`src/rtl/sdram_pkg.sv`:
```
// Shared definitions for the SDRAM burst command scheduler:
// scheduler state encoding, default widths and the per-beat address step.
package sdram_pkg;

  localparam int DEF_ADDR_W = 32;
  localparam int DEF_DATA_W = 16;
  localparam int DEF_LEN_W  = 8;

  // Byte address advance per beat for the default beat width.
  localparam int BEAT_STEP = DEF_DATA_W / 8;

  typedef enum logic [1:0] {
    IDLE  = 2'd0,
    READ  = 2'd1,
    WRITE = 2'd2
  } state_e;

  // Byte address advance per beat for an arbitrary beat width.
  function automatic int beat_step(input int data_w);
    return data_w / 8;
  endfunction

endpackage

```
`src/rtl/sdram_rd_hold.sv`:
```
// One-entry read return buffer. The command port returns data the cycle
// after a read issue; that beat is presented on r_* straight away, and is
// parked in a register if the consumer is not ready, so it stays stable
// until r_ready.
module sdram_rd_hold #(
  parameter int DATA_W = 16
) (
  input  logic              clock,
  input  logic              reset_n,
  input  logic              issue,
  input  logic              issue_last,
  input  logic [DATA_W-1:0] rdata,
  input  logic              r_ready,
  output logic              r_valid,
  output logic [DATA_W-1:0] r_data,
  output logic              r_last
);

  logic              pend_q;
  logic              pend_last_q;
  logic              hold_q;
  logic              hold_last_q;
  logic [DATA_W-1:0] hold_data_q;

  // Track the beat arriving this cycle and park it when it is not consumed.
  // NOTE: sequential state uses non-blocking assignments only, so every
  // register samples the pre-edge values of its neighbours.
  always_ff @(posedge clock or negedge reset_n) begin
    if (!reset_n) begin
      pend_q      <= 1'b0;
      pend_last_q <= 1'b0;
      hold_q      <= 1'b0;
      hold_last_q <= 1'b0;
      // NOTE: the data register is reset as well, so r_data is a known 0
      // out of reset instead of whatever the flops powered up with.
      hold_data_q <= '0;
    end else begin
      pend_q      <= issue;
      pend_last_q <= issue_last;
      if (pend_q && !r_ready) begin
        hold_q      <= 1'b1;
        hold_data_q <= rdata;
        hold_last_q <= pend_last_q;
      end else if (hold_q && r_ready) begin
        hold_q <= 1'b0;
      end
    end
  end

  // The scheduler never issues while a beat is held and unconsumed, so a
  // pending beat and a held beat never coexist.
  assign r_valid = pend_q | hold_q;
  assign r_data  = hold_q ? hold_data_q : (pend_q ? rdata : '0);
  assign r_last  = hold_q ? hold_last_q : (pend_q & pend_last_q);

endmodule

```
`src/rtl/sdram_cmd_sched.sv`:
```
// Burst command scheduler: arbitrates one read and one write burst
// requester and expands each accepted burst into single-beat commands.
// Optional build macro SDRAM_SCHED_PERF_EN adds saturating performance
// counters (perf_rd_beats, perf_wr_beats, perf_stall).
module sdram_cmd_sched
  import sdram_pkg::*;
#(
  parameter int ADDR_W = DEF_ADDR_W,
  parameter int DATA_W = DEF_DATA_W,
  parameter int LEN_W  = DEF_LEN_W
) (
  input  logic              clock,
  input  logic              reset_n,
  input  logic              ar_valid,
  output logic              ar_ready,
  input  logic [ADDR_W-1:0] ar_addr,
  input  logic [LEN_W-1:0]  ar_len,
  output logic              r_valid,
  input  logic              r_ready,
  output logic [DATA_W-1:0] r_data,
  output logic              r_last,
  input  logic              aw_valid,
  output logic              aw_ready,
  input  logic [ADDR_W-1:0] aw_addr,
  input  logic [LEN_W-1:0]  aw_len,
  input  logic              w_valid,
  output logic              w_ready,
  input  logic [DATA_W-1:0] w_data,
  output logic              wr_done,
  output logic              cmd_valid,
  output logic              cmd_wen,
  output logic [31:0]       cmd_addr,
  output logic [DATA_W-1:0] cmd_wdata,
  input  logic [DATA_W-1:0] cmd_rdata
`ifdef SDRAM_SCHED_PERF_EN
  ,
  output logic [31:0]       perf_rd_beats,
  output logic [31:0]       perf_wr_beats,
  output logic [31:0]       perf_stall
`endif
);

  localparam int STEP = beat_step(DATA_W);
  // Clears the sub-beat address bits so every command is beat aligned.
  localparam logic [ADDR_W-1:0] ADDR_MASK = ~(ADDR_W'(STEP - 1));

  state_e            state_q;
  state_e            state_d;
  logic              last_wr_q;   // 1: the previous grant went to the writer
  logic [ADDR_W-1:0] addr_q;
  logic [LEN_W-1:0]  cnt_q;
  logic              grant_rd;
  logic              grant_wr;
  logic              rd_issue;
  logic              wr_issue;

  // Next state, grants and command outputs for the current cycle.
  // NOTE: every output of this block is given a default first, so no path
  // leaves one unassigned and no latch is inferred.
  always_comb begin
    state_d   = state_q;
    ar_ready  = 1'b0;
    aw_ready  = 1'b0;
    w_ready   = 1'b0;
    cmd_valid = 1'b0;
    cmd_wen   = 1'b0;
    cmd_wdata = '0;
    wr_done   = 1'b0;
    rd_issue  = 1'b0;
    wr_issue  = 1'b0;
    // A tie goes to whichever side was not granted last time.
    grant_rd  = (state_q == IDLE) && ar_valid && (!aw_valid || last_wr_q);
    grant_wr  = (state_q == IDLE) && aw_valid && !grant_rd;
    case (state_q)
      IDLE: begin
        ar_ready = grant_rd;
        aw_ready = grant_wr;
        if (grant_rd)      state_d = READ;
        else if (grant_wr) state_d = WRITE;
      end
      READ: begin
        // Issue only when the return buffer is free or being drained now.
        rd_issue  = !r_valid || r_ready;
        cmd_valid = rd_issue;
        if (rd_issue && cnt_q == '0) state_d = IDLE;
      end
      WRITE: begin
        wr_issue  = w_valid;
        w_ready   = w_valid;
        cmd_valid = w_valid;
        cmd_wen   = w_valid;
        cmd_wdata = w_data;
        if (w_valid && cnt_q == '0) begin
          wr_done = 1'b1;
          state_d = IDLE;
        end
      end
      default: state_d = IDLE;
    endcase
  end

  // State register plus the burst address/beat counter datapath.
  always_ff @(posedge clock or negedge reset_n) begin
    if (!reset_n) begin
      state_q   <= IDLE;
      last_wr_q <= 1'b1;
      addr_q    <= '0;
      cnt_q     <= '0;
    end else begin
      state_q <= state_d;
      if (grant_rd || grant_wr) begin
        addr_q    <= (grant_rd ? ar_addr : aw_addr) & ADDR_MASK;
        cnt_q     <= grant_rd ? ar_len : aw_len;
        last_wr_q <= grant_wr;
      end else if (rd_issue || wr_issue) begin
        addr_q <= addr_q + ADDR_W'(STEP);   // wraps modulo 2^ADDR_W
        cnt_q  <= cnt_q - LEN_W'(1);
      end
    end
  end

  assign cmd_addr = 32'(addr_q);

  sdram_rd_hold #(.DATA_W(DATA_W)) u_rd_hold (
    .clock      (clock),
    .reset_n    (reset_n),
    .issue      (rd_issue),
    .issue_last (cnt_q == '0),
    .rdata      (cmd_rdata),
    .r_ready    (r_ready),
    .r_valid    (r_valid),
    .r_data     (r_data),
    .r_last     (r_last)
  );

`ifdef SDRAM_SCHED_PERF_EN
  logic stall_ev;
  assign stall_ev = (state_q == READ && !rd_issue) || (state_q == WRITE && !w_valid);

  // Saturating beat and stall counters.
  always_ff @(posedge clock or negedge reset_n) begin
    if (!reset_n) begin
      perf_rd_beats <= '0;
      perf_wr_beats <= '0;
      perf_stall    <= '0;
    end else begin
      if (rd_issue && perf_rd_beats != '1) perf_rd_beats <= perf_rd_beats + 32'd1;
      if (wr_issue && perf_wr_beats != '1) perf_wr_beats <= perf_wr_beats + 32'd1;
      if (stall_ev && perf_stall    != '1) perf_stall    <= perf_stall + 32'd1;
    end
  end
`endif

endmodule
```
`config.mk`:
```
export PLATFORM = sky130hd
export DESIGN_NAME = sdram_cmd_sched
export DESIGN_NICKNAME = d
export VERILOG_FILES = /design/src/rtl/sdram_pkg.sv /design/src/rtl/sdram_rd_hold.sv /design/src/rtl/sdram_cmd_sched.sv
export SDC_FILE = /design/constraint.sdc
export NUM_CORES = 1
export LEC_CHECK = 0
export BUFFER_PORTS_ARGS = -buffer_cell sky130_fd_sc_hd__buf_4
export CORE_ASPECT_RATIO = 1.4
export CORE_MARGIN = 5
export CORE_UTILIZATION = 29
export CTS_BUF_LIST = sky130_fd_sc_hd__clkbuf_16
export CTS_CLUSTER_DIAMETER = 100
export DETAILED_ROUTE_END_ITERATION = 8
export GPL_TIMING_DRIVEN = 1
export SETUP_SLACK_MARGIN = 0.15
export SLEW_MARGIN = 40
export SYNTH_ARGS = -nofsm -noshare
export SYNTH_HDL_FRONTEND = slang
export SYNTH_SLANG_ARGS = --single-unit
```
`constraint.sdc`:
```
create_clock -name clock -period 2.2 [get_ports clock]
set_input_delay 0.55 -clock clock [delete_from_list [all_inputs] [get_ports clock]]
set_output_delay 0.55 -clock clock [all_outputs]
set_load 0.01 [all_outputs]
```
==> results of run 1 <==
kinds of logic after synthesis:
logic type	Yosys count	share of synthesized area, %
mux	24	6.314
buf+inv	45	5.045
xor+xnor	3	0.6346
simple gates	153	20.33
compound gates	162	28.28
flops	62	37.49
fa+ha+maj	6	1.813
other cells	1	0.09055
routing by layer:
layer	vias up	part of all wire (%)	global-route usage, %
met3	26	5.3	3.397
met5	-	0	0
met2	158	52	32.05
li1	2180	-	-
met4	0	2.9	7.640
met1	2157	40	20.84
power groups by stage:
stage / clock network [mW] / registers (mW) / logic (mW)
2_1_floorplan: 0 / 2.18 / 2.34
3_3_place_gp: 0 / 2.14 / 4.14
5_1_grt: 1.59 / 2.23 / 4.98
4_1_cts: 1.54 / 2.14 / 4.47
3_5_place_dp: 0 / 2.17 / 4.21
6_report: 1.51 / 2.16 / 4.57
flip-flops by register name, indices dropped and copies added (netlist names):
| name | cells |
|---|---|
| cmd_addr | 31 |
| u_rd_hold.hold_data_q | 16 |
| cnt_q | 8 |
| state_q | 2 |
| last_wr_q | 1 |
| u_rd_hold.hold_last_q | 1 |
| u_rd_hold.hold_q | 1 |
| u_rd_hold.pend_last_q | 1 |
| u_rd_hold.pend_q | 1 |
layout make-up:
type	instances	area [um2]	area share, %
clock buffer	9	225.2	3.501
clock inverter	7	88.84	1.381
inverter	14	52.55	0.8168
multi-input combinational	349	2454	38.14
sequential	62	1554	24.15
tap	185	231.5	3.598
timing repair buffer	232	1828	28.41
how the worst max path moves through the flow:
stage	to	slack, ns
after floorplan	cmd_valid	0.22
after global placement	wr_done	0.22
after detailed placement	wr_done	0.19
after CTS	wr_done	0.04
after global routing	wr_done	0.006
final	wr_done	0.03
what timing repair did:
action,in CTS,in global routing
endpoints found under the setup margin,21,21
gates cloned,1,1
gates resized for setup,18,13
setup buffers,12,4
endpoints found under the hold margin,0,0
pin swaps,4,0
hold buffers,0,0
through the flow:
| step | setup slack, ns | utilization (%) | std cells |
|---|---|---|---|
| 2_1_floorplan | 0.2184 | - | 456 |
| 3_3_place_gp | 0.2219 | 41.89 | 824 |
| 3_5_place_dp | 0.1862 | 41.89 | 824 |
| 4_1_cts | 0.04030 | 45.31 | 853 |
| 5_1_grt | 0.006169 | 46.04 | 858 |
| 6_report | 0.02574 | 46.04 | 858 |
cell usage in the layout (no fill, tap or decap), drive strengths merged, types with 3 or more instances in the layout:
cell type | Yosys | layout
dfrtp | 61 | 61
a2bb2oi | 16 | 16
and3 | 12 | 12
nor3 | 11 | 11
nand2b | 3 | 3
and4 | 6 | 6
a22o | 22 | 22
a221o | 6 | 6
nand3 | 21 | 21
nand4 | 7 | 7
inv | 14 | 14
buf | 22 | 231
o21a | 5 | 5
or2 | 3 | 3
nor2 | 21 | 21
nor4 | 4 | 4
o21ai | 28 | 28
a31oi | 5 | 5
ha | 6 | 6
and2 | 21 | 21
clkinv | 0 | 3
mux2i | 7 | 7
clkbuf | 9 | 10
a211oi | 4 | 4
nand2 | 33 | 33
a222oi | 3 | 3
nor2b | 3 | 3
a22oi | 14 | 14
a21oi | 34 | 34
mux2 | 17 | 17
==> reports/qor.yml, run 1 <==
yosysWarningCount: 0
drtIter0Drc: 298
io_buffers: 186
rows: 51
synthFlopType: "dfrtp_1"
crit_path_top_delay_cell: "or4_4"
hp-class: "primary input to asynchronous set/reset pin"
period_minus_slack_ns: 2.174
power.share.switching_pct: 39.95
start_util_pct: 29.64
antenna_cells: 0
nets: 792
path_cells: "or4_4, nor4_2, buf_4"
worst-path-max-fanout: 2
r2r_cells: 10
top_level_ports: 190
placed_area_mm2: 0.005854
min_period_over_period_pct: 98.83
fin_hold_ws_ns: 0.1449
crit_arrival_ns: 1.62
ys_ff_latch: 62
die_h_um: 151.4
grt_pass1_vias: 4675
first_pass_iters: 5
final_area_mm2: 0.006434
final.setup.tns_ns: 0
clock-sinks: 62
critPathCaptureType: "primary output"
path_delay_family: "simple AND/OR/NAND/NOR gates"
internal_power_mw: 4.944
cts_root_buf: "clkbuf_16"
reg2reg_from: "state_q[0]"
setup_viol: 0
slowest_delay_ns: 0.55
drv_slew: 0
synth_cells: 456
n_fill_cell: 1333
comb_power_share_pct: 55.5
cp_num_buf_inv: 1
drc: 0
critPathRequiredTime_ns: 1.65
crit_path_start_kind: "flip-flop"
syn_nets: 580
netlist_top_cells_area: "dfrtp_1, a22o_1, mux2_2, a21oi_1, a2bb2oi_1"
r2r_slack_ns: 0.11
synthTopCellsByCount: "dfrtp_1, a21oi_1, nand2_1"
dpl.hpwl_um: 11790
worstSetupStartpoint: "cnt_q[4]"
synth_area_mm2: 0.004141
synth_top_cell_by_area: "dfrtp_1"
grt_max_degree: 37
fmax_mhz: 459.9
die-area_mm2: 0.01680
clockBufferDepth: 2
rsz0062_at_grt: "yes"
finalHoldViolCount: 0
wl_um: 15540
final_layout_size_suffix_gt1_share_pct: 43.24
cp.depth: 3
cts_tree: "yes"
vias_per_cell: 5.269
wl_per_cell_um: 18.11
power_frac_seq_pct: 26.2
ir_worst_vdd_uv: 483.0
cts_buffers: 9
powerDensity_mw_per_mm2: 1280
yosysSeqAreaShare_pct: 37.49
overflow: 0
path_class: "flip-flop to primary output"
maxCapViolCount: 0
finalClockSkew_ns: 0.006450
power_mw: 8.233
clk_latency_ns: 0.34
r2r-end: "cmd_addr[24]"
grt_pass1_wl_um: 24070
clkPwrFrac_pct: 18.3
globalplace.congestion: 0.8704
core_area_mm2: 0.01397
ant_nets: 0
synth_edf_count: 0
area_delta_synth_final_pct: 55.35
status: "completed"
synth_top_area_share_pct: 36.86
die_x_um: 111
synth_cell_types: 69
p_sw_mw: 3.289
antenna_found_initial: 0
vias: 4521
h-tree-depth: 3
leakage_nw: 3.009
synthArstFlopShare_pct: 100.0
avgSynthCellArea_um2: 9.082
grt_use_total_pct: 17.87
synth_most_common_cell: "dfrtp_1"
cts.reportedPaths.clkPinSlew_ns: 0.06
No activity file was read; power rests on OpenSTA's default activity.
==> inputs of run 2 (changes only) <==
--- a/config.mk
+++ b/config.mk
@@ -17,4 +17,5 @@
 export SLEW_MARGIN = 40
 export SYNTH_ARGS = -nofsm -noshare
 export SYNTH_HDL_FRONTEND = slang
+export SYNTH_HIERARCHICAL = 1
 export SYNTH_SLANG_ARGS = --single-unit
==> run 2 against run 1 <==
  * The run now ends with setup timing left
  * Wire length rose by 6.0%
  * Highest routed layer unchanged
  * Critical path depth up 1
  * First-iteration DRC count shrank 37%
  * Worst hold slack improved by 0.012 ns
  * Fmax decreased by 9.5%
  * Critical endpoint unchanged
  * Die area is 2.6% higher
  * Non-clock buffer count grew 24
==> reports/qor.yml, run 2 <==
internal_power_mw: 5.379  # was 4.944 mW
clock-sinks: 62  # unchanged
die_x_um: 112.4  # was 111 um
clockBufferDepth: 2  # unchanged
core_area_mm2: 0.01444  # was 0.01397 mm2
status: "finished with violations"  # was completed
io_buffers: 186  # unchanged
overflow: 0  # unchanged
yosys.area_share.simple_pct: 19.71  # was 20.33%
leakage_nw: 3.150  # was 3.009 nW
crit_path_top_delay_cell: "or4_4"  # unchanged
crit_path_start_kind: "flip-flop"  # unchanged
final_layout_size_suffix_gt1_share_pct: 45.40  # was 43.24%
synth_cells: 475  # was 456
cts.reportedPaths.clkPinSlew_ns: 0.06  # about the same
power_mw: 8.973  # was 8.233 mW
ant_nets: 0  # unchanged
synth_area_mm2: 0.004259  # was 0.004141 mm2
synth_compound_area_share_pct: 29.76  # was 28.28%
finalHoldViolCount: 0  # unchanged
yosysWarningCount: 6  # was 0
h-tree-depth: 3  # unchanged
cp.depth: 4  # was 3
clk_latency_ns: 0.33  # was 0.34 ns
cp_num_buf_inv: 1  # unchanged
synth-xor-area-share_pct: 0.2056  # was 0.6344%
grt_max_degree: 33  # was 37
path_delay_family: "simple AND/OR/NAND/NOR gates"  # unchanged
synthMuxAreaShare_pct: 5.611  # was 6.314%
powerDensity_mw_per_mm2: 1316  # was 1280 mW/mm2
critPathRequiredTime_ns: 1.65  # about the same
path_cells: "or4_4, nor4b_4, and2_1, buf_4"  # was or4_4, nor4_2, buf_4
yosysSeqAreaShare_pct: 36.46  # was 37.49%
syn_nets: 599  # was 580
die-area_mm2: 0.01724  # was 0.01680 mm2
final.setup.tns_ns: -0.2021  # was 0 ns
rsz0062_at_grt: "yes"  # unchanged
synth_most_common_cell: "dfrtp_1"  # unchanged
drc: 0  # unchanged
vias: 4767  # was 4521
crit_arrival_ns: 1.85  # was 1.62 ns
worst-path-max-fanout: 2  # unchanged
critPathCaptureType: "primary output"  # unchanged
ys_ff_latch: 62  # unchanged
area_delta_synth_final_pct: 60.11  # was 55.35%
antenna_cells: 0  # unchanged
wl_um: 16480  # was 15540 um
cts_hold_buf: 0  # unchanged
synth_cell_types: 74  # was 69
period_minus_slack_ns: 2.402  # was 2.174 ns
die_h_um: 153.4  # was 151.4 um
setup_viol: 1  # was 0
synth_top_area_share_pct: 35.84  # was 36.86%
violations: "setup timing"
synth_top_family_by_area: "compound AO/OA/AOI/OAI gates"  # unchanged
synth_top_cell_by_area: "dfrtp_1"  # unchanged
wl_per_cell_um: 18.17  # was 18.11 um
p_sw_mw: 3.593  # was 3.289 mW
netlist_top_cells_area: "dfrtp_1, a22o_1, a21oi_1, o21ai_0, mux2_4"  # was dfrtp_1, a22o_1, mux2_2, a21oi_1, a2bb2oi_1
cts_root_buf: "clkbuf_16"  # unchanged
synth_edf_count: 0  # unchanged
synth_fa_ha_area_share_pct: 1.763  # was 1.813%
largest_register_ff_count: 31  # unchanged
finalClockSkew_ns: 0.008755  # was 0.006450 ns
first_pass_iters: 4  # was 5
slowest_delay_ns: 0.56  # was 0.55 ns
grt_use_total_pct: 18.54  # was 17.87%
clkPwrFrac_pct: 16.5  # was 18.3%
cts_buffers: 9  # unchanged
synthTopCellsByCount: "dfrtp_1, a21oi_1, nand2_1"  # unchanged
avgSynthCellArea_um2: 8.966  # was 9.082 um2
synthArstFlopShare_pct: 100.0  # unchanged
min_period_over_period_pct: 109.2  # was 98.83%
grt_pass1_wl_um: 25740  # was 24070 um
dpl.hpwl_um: 12580  # was 11790 um
cts_tree: "yes"  # unchanged
antenna_found_initial: 0  # unchanged
drv_slew: 0  # unchanged
r2r_slack_ns: 0.20  # was 0.11 ns
r2r_cells: 10  # unchanged
finalWorstSetupSlack_ns: -0.2021  # was 0.02574 ns
grt_pass1_vias: 4985  # was 4675
power_frac_seq_pct: 24.9  # was 26.2%
fmax_mhz: 416.3  # was 459.9 MHz
final_common_cell: "buf_4"  # unchanged
comb_power_share_pct: 58.6  # was 55.5%
power.share.switching_pct: 40.05  # was 39.95%
n_fill_cell: 1401  # was 1333
dp_slack_ns: 0.01515  # was 0.1862 ns
path_class: "flip-flop to primary output"  # unchanged
hp-class: "primary input to asynchronous set/reset pin"  # unchanged
vias_per_cell: 5.256  # was 5.269
top_level_ports: 190  # unchanged
start_util_pct: 29.49  # was 29.64%
nets: 837  # was 792
ir_worst_vdd_uv: 460.7  # was 483.0 uV
synthFlopType: "dfrtp_1"  # unchanged
maxCapViolCount: 0  # unchanged
rows: 52  # was 51
drtIter0Drc: 187  # was 298
globalplace.congestion: 0.8436  # was 0.8704
final_cell_mix: "buf_4, dfrtp_1, a21oi_1"  # unchanged
-- run 2: changes by cell type in the layout (fill, tap and decap cells not counted), moves of 7 or more --
| cell | previous run | this run |
|---|---|---|
| inv_1 | 9 | 20 |
| buf_6 | 3 | 23 |
| o21ai_0 | 23 | 30 |
| mux2_4 | 0 | 10 |
| mux2_2 | 17 | 7 |
| and3_1 | 12 | 5 |
| nor2_1 | 19 | 26 |
-- run 2: cell type report --
type / instances / area (um2) / area share, %
clock inverter: 7 / 81.33 / 1.193
clock buffer: 9 / 225.2 / 3.303
multi-input combinational: 363 / 2574 / 37.74
sequential: 62 / 1555 / 22.81
tap: 189 / 236.5 / 3.468
timing repair buffer: 256 / 2066 / 30.29
inverter: 21 / 81.33 / 1.193
-- run 2: cell families after synthesis --
group           count (synthesis)
mux                            18
simple gates                  158
xor+xnor                        1
fa+ha+maj                       6
buf+inv                        51
flops                          62
other cells                     1
compound gates                178
-- run 2: worst paths after layout --
kind	start	to
min in group clock	r_ready	u_rd_hold/hold_q
worst min register to register	u_rd_hold/hold_data_q[7]	u_rd_hold/hold_data_q[7]
worst max register to register	state_q[1]	cmd_addr[15]
worst min-delay path	reset_n	u_rd_hold/hold_data_q[6]
max in group asynchronous	reset_n	cmd_addr[13]
worst max-delay path	cnt_q[5]	wr_done
-- run 2: power groups by stage --
stage | clock network [mW] | logic, mW | registers (mW)
final | 1.48 | 5.26 | 2.24
after global routing | 1.56 | 5.68 | 2.33
after CTS | 1.52 | 5.12 | 2.23
after detailed placement | 0 | 4.69 | 2.24
after global placement | 0 | 4.58 | 2.21
after floorplan | 0 | 2.55 | 2.27
-- run 2: layer usage --
layer  vias to the layer above  GRT usage (%)  share of wire, %
li1                       2280              -                 -
met1                      2289          20.67                38
met2                       160          33.30                53
met3                        38          3.362               4.7
met4                         0          9.450               4.1
met5                         -              0                 0
-- run 2: repair_timing --
item                                    in CTS  in global routing
hold endpoints to repair                     0                  0
pin swaps                                   20                 17
gates cloned                                 1                  0
endpoints found under the setup margin      24                 28
setup buffers                               16                  9
gates resized for setup                     44                 15
-- run 2: metrics by stage --
| stage | hold slack [ns] | cells | util (%) | instance area [um2] |
|---|---|---|---|---|
| 2_1_floorplan | 0.2544 | 475 | - | 4267 |
| 3_3_place_gp | 0.4682 | 865 | 42.18 | 6092 |
| 3_5_place_dp | 0.4852 | 865 | 42.18 | 6092 |
| 4_1_cts | 0.1657 | 898 | 46.31 | 6689 |
| 5_1_grt | 0.1876 | 907 | 47.21 | 6819 |
| 6_report | 0.1567 | 907 | 47.21 | 6819 |
